--- config.mk ---
export PLATFORM = sky130hd
export DESIGN_NAME = shift_sequencer
export DESIGN_NICKNAME = d
export VERILOG_FILES = /design/src/rtl/shift_sequencer.sv
export SDC_FILE = /design/constraint.sdc
export NUM_CORES = 1
export LEC_CHECK = 0
export ABC_AREA = 1
export CAP_MARGIN = 20
export CORE_ASPECT_RATIO = 0.9
export CORE_MARGIN = 2
export CORE_UTILIZATION = 46
export DETAILED_ROUTE_END_ITERATION = 10
export GPL_TIMING_DRIVEN = 0
export HOLD_SLACK_MARGIN = 0.03
export PLACE_DENSITY = 0.78
export REMOVE_ABC_BUFFERS = 1
export SLEW_MARGIN = 0
export SYNTH_ARGS = -nofsm -noshare
export SYNTH_HDL_FRONTEND = slang
export SYNTH_SLANG_ARGS = --single-unit
--- constraint.sdc ---
create_clock -name clk_i -period 1.4 [get_ports clk_i]
set_input_delay 0.28 -clock clk_i [delete_from_list [all_inputs] [get_ports clk_i]]
set_output_delay 0.28 -clock clk_i [all_outputs]
set_load 0.05 [all_outputs]
--- src/rtl/shift_sequencer.sv ---
// shift_sequencer: multi-cycle logical shifter, one bit position per clock.
// Takes a word, direction and amount over a valid/ready handshake, shifts it
// with zero fill and presents the result plus a lost-bit flag on a second
// valid/ready handshake.
module shift_sequencer #(
    parameter int N     = 8,
    parameter int AMT_W = 4
) (
    input  logic             clk_i,
    input  logic             rst_i,
    input  logic             in_valid_i,
    output logic             in_ready_o,
    input  logic [N-1:0]     data_i,
    input  logic             dir_i,
    input  logic [AMT_W-1:0] amt_i,
    output logic             out_valid_o,
    input  logic             out_ready_i,
    output logic [N-1:0]     data_o,
    output logic             lost_o,
    output logic             busy_o
);

    typedef enum logic [1:0] {
        IDLE  = 2'd0,
        SHIFT = 2'd1,
        DONE  = 2'd2
    } state_t;

    localparam logic [AMT_W-1:0] N_AMT = AMT_W'(N);

    state_t           state;
    logic [N-1:0]     work;
    logic [AMT_W-1:0] cnt;
    logic             dir;
    logic             lost;
    logic             out_valid;
    logic             busy;
    logic [AMT_W-1:0] amt_clamped;

    // Amounts beyond the word width all produce the same all-zero result.
    assign amt_clamped = (amt_i > N_AMT) ? N_AMT : amt_i;

    // Ready is forced low while reset is held so nothing is accepted then.
    assign in_ready_o  = (state == IDLE) && rst_i;
    assign data_o      = work;
    assign lost_o      = lost;
    assign out_valid_o = out_valid;
    assign busy_o      = busy;

    // Sequencer: accept, shift one bit per edge, hold result until consumed.
    always_ff @(posedge clk_i) begin
        if (!rst_i) begin
            state     <= IDLE;
            work      <= '0;
            cnt       <= '0;
            dir       <= 1'b0;
            lost      <= 1'b0;
            out_valid <= 1'b0;
            busy      <= 1'b0;
        end else begin
            case (state)
                IDLE: begin
                    if (in_valid_i) begin
                        work <= data_i;
                        dir  <= dir_i;
                        cnt  <= amt_clamped;
                        lost <= 1'b0;
                        busy <= 1'b1;
                        if (amt_clamped == '0) begin
                            state     <= DONE;
                            out_valid <= 1'b1;
                        end else begin
                            state <= SHIFT;
                        end
                    end
                end
                SHIFT: begin
                    // The bit leaving the word is the MSB for left, LSB for right.
                    if (dir) begin
                        work <= work >> 1;
                        lost <= lost | work[0];
                    end else begin
                        work <= work << 1;
                        lost <= lost | work[N-1];
                    end
                    cnt <= cnt - 1'b1;
                    if (cnt == AMT_W'(1)) begin
                        state     <= DONE;
                        out_valid <= 1'b1;
                    end
                end
                DONE: begin
                    if (out_ready_i) begin
                        state     <= IDLE;
                        out_valid <= 1'b0;
                        busy      <= 1'b0;
                    end
                end
                default: begin
                    state     <= IDLE;
                    out_valid <= 1'b0;
                    busy      <= 1'b0;
                end
            endcase
        end
    end

endmodule

Word-level counts from Yosys, hierarchy flattened
Index checks and enable logic that the tools add are counted.
- bits in registers: 18
- logic and storage cells: 49
- equality and inequality tests: 7
- bitwise operators: 3
- mux-type cells: 21
- add/sub/neg operators: 1
- reductions and logical operators: 9
- magnitude comparators: 1
- operators by type and width (operator ; count):
    8-bit two-way mux ; 2
    8-bit one-hot mux with 2 select lines ; 1
    2-bit two-way mux ; 4
    4-bit two-way mux ; 2
    4-bit one-hot mux with 2 select lines ; 1
    1-bit two-way mux ; 7
    2-bit inequality test, second input constant ; 3
    1-bit one-hot mux with 3 select lines ; 2
    2-bit one-hot mux with 3 select lines ; 1
    3-bit AND reduction ; 2
    4-bit by 1-bit == test with 1-bit output, second input constant ; 1
    4-bit > comparator, second input constant ; 1
    4-bit logical NOT ; 1
    2-bit AND reduction ; 2
    4-bit AND reduction ; 1
    4-bit by 1-bit subtractor with 4-bit output, second input constant ; 1
    2-bit by 1-bit == test with 1-bit output, second input constant ; 1
    2-bit == test, second input constant ; 1
    2-bit logical NOT ; 1
    2-bit by 1-bit inequality test with 1-bit output, second input constant ; 1
    1-bit OR ; 2
    1-bit one-hot mux with 2 select lines ; 1
    2-bit nonzero test ; 1
    1-bit logical AND ; 1
    1-bit NOT ; 1

Depth between registers and ports, before layout
Gate-level depths: netlist of the first run.
- depth in word-level cells: 6
- gate-level depth with buffers: 9
- mapped depth without buffers: 9

Worst setup path after synthesis of the first run
No wires, ideal clock.
- path type: register to register
- from: register state[1]
- to: register out_valid (netlist: out_valid_o)
- setup time: 0.059 ns
- required time: 1.341 ns
- path slack: -0.553 ns
- data arrival time: 1.895 ns
- path buffers: 0
- stages on the path, launching flop included: 6
- period minus slack after synthesis: 1.953 ns
- path through: dfxtp_1 nor3_1 nand2_1 nand2_2 nand2_1 nand2_1
- cells in the longest elaborated chain, start to end: 3
- ends and longest elaborated chain (what ; RTL line ; source):
    start, declared ; 31 ; state_t state;
    start signal, assigned ; 53 ; state <= IDLE;
    start signal, assigned ; 70 ; state <= DONE;
    start signal, assigned ; 73 ; state <= SHIFT;
    2-bit by 1-bit == test with 1-bit output (tied with other cells) ; 61 ; case (state)
    2-bit inequality test (no line) / 2-bit by 1-bit inequality test with 1-bit output (equally long branches) ; n/a ;
    4-bit AND reduction (no line) ; n/a ;
    end signal, assigned ; 58 ; out_valid <= 1'b0;
    end signal, assigned ; 71 ; out_valid <= 1'b1;
    end signal, assigned ; 89 ; out_valid <= 1'b1;
    end, declared ; 36 ; logic out_valid;
Parallel ways exist; a longest one is shown, timed or not.
A chain may end at the register's enable or synchronous reset.

Worst setup path after layout of the first run
- from: register work[7] (netlist: data_o[7])
- to: output port data_o[7]
- RTL lines (what ; RTL line ; source):
    start, declared ; 32 ; logic [N-1:0] work;
    start signal, assigned ; 64 ; work <= data_i;
    start signal, assigned ; 80 ; work <= work >> 1;
    start signal, assigned ; 83 ; work <= work << 1;
    end, declared ; 18 ; output logic [N-1:0] data_o,
No word-level cell between the ends.

==> out/metrics.csv, run 1 <==
stage,metric,value,unit
pwr,leakage power,0.5737,nW
floorplanning,initial core utilization,0.4717,
grt,vias in the first global route,956,
logic_synthesis,"FF+latch count, synth",18,
cts,clk sink count,18,
pwr,Power Density,2231,nW/um^2
floorplanning,I/O Pins,29,
setup_path,slowest cell on the critical path,clkdlybuf4s15_2,
pwr,Peak supply drop,1.411,mV
final_layout,synth-to-layout area growth,32.50,%
logic_synthesis,Synth Area in Compound Gates,0.2538,
setup_path,crit-path max FO,4,
timing,Fin Hold WS,0.3104,ns
setup_path,crit path DAT,1.07,ns
timing,unrepaired setup endpoints after global routing,false,
route,1st-pass router iterations,4,
grt,first-pass GRT wire length,4.202,mm
logic_synthesis,synth warn,0,
place,Routability Congestion,0.9012,
logic_synthesis,Synth top area share,0.3600,
grt,grt ovf,0,
logic_synthesis,"area leader, netlist",dfxtp_1,
logic_synthesis,dominant synthesized flop cell,dfxtp_1,
floorplanning,Die ar.,2566,sq um
final_layout,fillers,202,
final_layout,Nets,187,
floorplanning,Die Y,48.26,microns
timing,Rel. slew slack,0.8101,
final_layout,number of diodes,0,
timing,"Slew Viols, Final",0,
route,wire length per cell,13.21,microns
grt,pin count of the biggest net entering global routing,19,
timing,final setup vio count,0,
floorplanning,Rows,16,
logic_synthesis,number of synthesized flops with an enable pin,0,
setup_path,Critical Path RT,1.12,ns
cts,cell at the root of the clock tree,clkbuf_4,
cts,Clock Tree Buf Depth,2,
final_layout,layout cells sized above 1,0.2216,
timing,post-layout min period,1.353,ns
route,initial DRC count,33,
setup_path,Worst path top cell family by delay,buffers and inverters,
timing,skew final,0.01307,ns
logic_synthesis,Gate Count Post-Synth,139,
setup_path,"Buf+Inv Stages, Crit Path",1,
cts,clock slew seen by the registers of the worst setup and hold paths,0.12,ns
timing,crit share post-route,0.9662,
logic_synthesis,Synth top cells by count,"nand2_1 (23), dfxtp_1 (18), o21ai_0 (18)",
grt,initial antenna violation count,0,
floorplanning,Placeable Area,2122,sq um
route,routed wire length,2.562,mm
cts,# Post-CTS Setup Buffers,0,
setup_path,Critical Path Sink Type,output pin,
flow_run,maximum capacitance violations,0,
logic_synthesis,top post-synthesis cells by area,"dfxtp_1 (36%), o21ai_0 (9.0%), nand2_1 (8.6%)",
run_status,outcome,"complete, no violations",
route,Detail Route Antenna Nets,0,
pwr,Design Power,2.959,mW
cts,later-pin clock latency in the skew report,0.31,ns
cts,CTS tree,done,
logic_synthesis,Syn Area/Cell,7.201,sq um
timing,slew of the pin with the lowest slew margin,0.2863,ns
cts,H-tree levels,1,
route,DRC,0,
logic_synthesis,Synth Area in Adders,0.02500,
logic_synthesis,Syn Std Cell Area,1001,sq um
route,Vias/cell,5.201,
logic_synthesis,Synth Area in XOR/XNOR,0.008750,
final_layout,final instance area,1326,sq um
place,dpl cell area,1284,sq um
logic_synthesis,largest family of logic cells by synthesized area,simple AND/OR/NAND/NOR gates,
place,Detail Placement HPWL,1.875,mm
logic_synthesis,Post-synth ARST share,0,
logic_synthesis,mux cell area share after synthesis,0,
logic_synthesis,sequential fraction of the synthesis area,0.3600,
final_layout,Final Util,0.6250,
place,port buffer count,28,
timing,Final Hold Fails,0,
logic_synthesis,Post-Synth Simple-Gate Area,0.2538,
setup_path,"slowest stage delay, CP",0.39,ns
timing,f_max,0.7393,GHz
setup_path,CP Class,reg2out,
grt,GRT Total Usage,0.2322,
setup_path,CP startpoint kind,register,
cts,CTS buffer count,3,
route,via count,1009,
logic_synthesis,most numerous cell in the Yosys netlist,nand2_1,
min_path,Worst Hold Class,in2reg,
logic_synthesis,Synth cell types,25,
setup_path,cells along the critical path,clkdlybuf4s15_2,
floorplanning,Die X,53.17,microns
-- report_power, final --
group / switching, mW / internal [mW] / total, mW
Clock: 0.178 / 0.159 / 0.338
Combinational: 1.16 / 0.540 / 1.70
Sequential: 0.204 / 0.715 / 0.919
Total: 1.54 / 1.41 / 2.96
-- kinds of logic (layout without fill, tap and decap cells) --
logic type	after synthesis	after routing
fa+ha+maj	2	2
xor+xnor	1	1
compound gates	46	46
buf+inv	22	50
simple gates	50	50
flops	18	18
-- per-stage QoR --
| stage | cells | setup WS (ns) | TNS (ns) |
|---|---|---|---|
| 4_1_cts | 194 | -0.05789 | -0.05789 |
| 6_report | 194 | 0.04729 | 0 |
| 3_3_place_gp | 190 | -1.292 | -3.996 |
| 3_5_place_dp | 190 | -1.326 | -4.487 |
| 5_1_grt | 194 | 0.001062 | 0 |
| 2_1_floorplan | 135 | -0.5532 | -1.469 |
-- flip-flops by register name (all words and copies together) (netlist names) --
register / count
lost_o: 1
cnt: 4
out_valid_o: 1
data_o: 8
dir: 1
busy_o: 1
state: 2
-- layout make-up --
| class | count | area, sq um | area share |
|---|---|---|---|
| inverter | 18 | 67.56 | 0.05094 |
| tap | 27 | 33.78 | 0.02547 |
| clock buffer | 4 | 36.28 | 0.02736 |
| sequential | 18 | 362.8 | 0.2736 |
| timing repair buffer | 28 | 272.8 | 0.2057 |
| multi-input combinational | 99 | 553.0 | 0.4170 |
-- metal layers --
metal | share of wire | vias up | global-route usage
li1 | - | 519 | -
met3 | 0.051 | 5 | 0.07669
met4 | 0.016 | 0 | 0.09744
met2 | 0.49 | 29 | 0.4025
met1 | 0.44 | 456 | 0.2697
met5 | 0 | - | 0
-- placed cells by master, fill, tap and decap left out, drive strengths merged --
cell type and count:
o21a 1, nor3 2, nand3 11, ha 2, o211ai 1, clkdlybuf4s18 1, a31oi 2, xor2 1
nor2 9, buf 4, o21ai 25, dfxtp 18, clkdlybuf4s50 15, nand2 28, inv 18, a21oi 17
clkdlybuf4s15 7, clkbuf 5
-- worst paths after layout --
path	to	slack, ns	cells after the start	start
max reg2reg	cnt[0]	0.10	8	state[1]
min reg2reg	out_valid_o	0.48	2	out_valid_o
max	data_o[7]	0.05	1	data_o[7]
min	data_o[1]	0.31	3	rst_i
-- what timing repair did --
action / 4_1_cts / 5_1_grt
gates resized for setup: 48 / 11
endpoints found under the setup margin: 14 / 12
hold buffers: 0 / 0
pin swaps: 0 / 1
Note: power is estimated with default switching activity, not from simulation.
==> run 2: changes to the inputs <==
- CTS_CLUSTER_SIZE: default -> 25
==> results of run 2 <==
The final DEF is identical to that of run 1; final timing and power are the same.
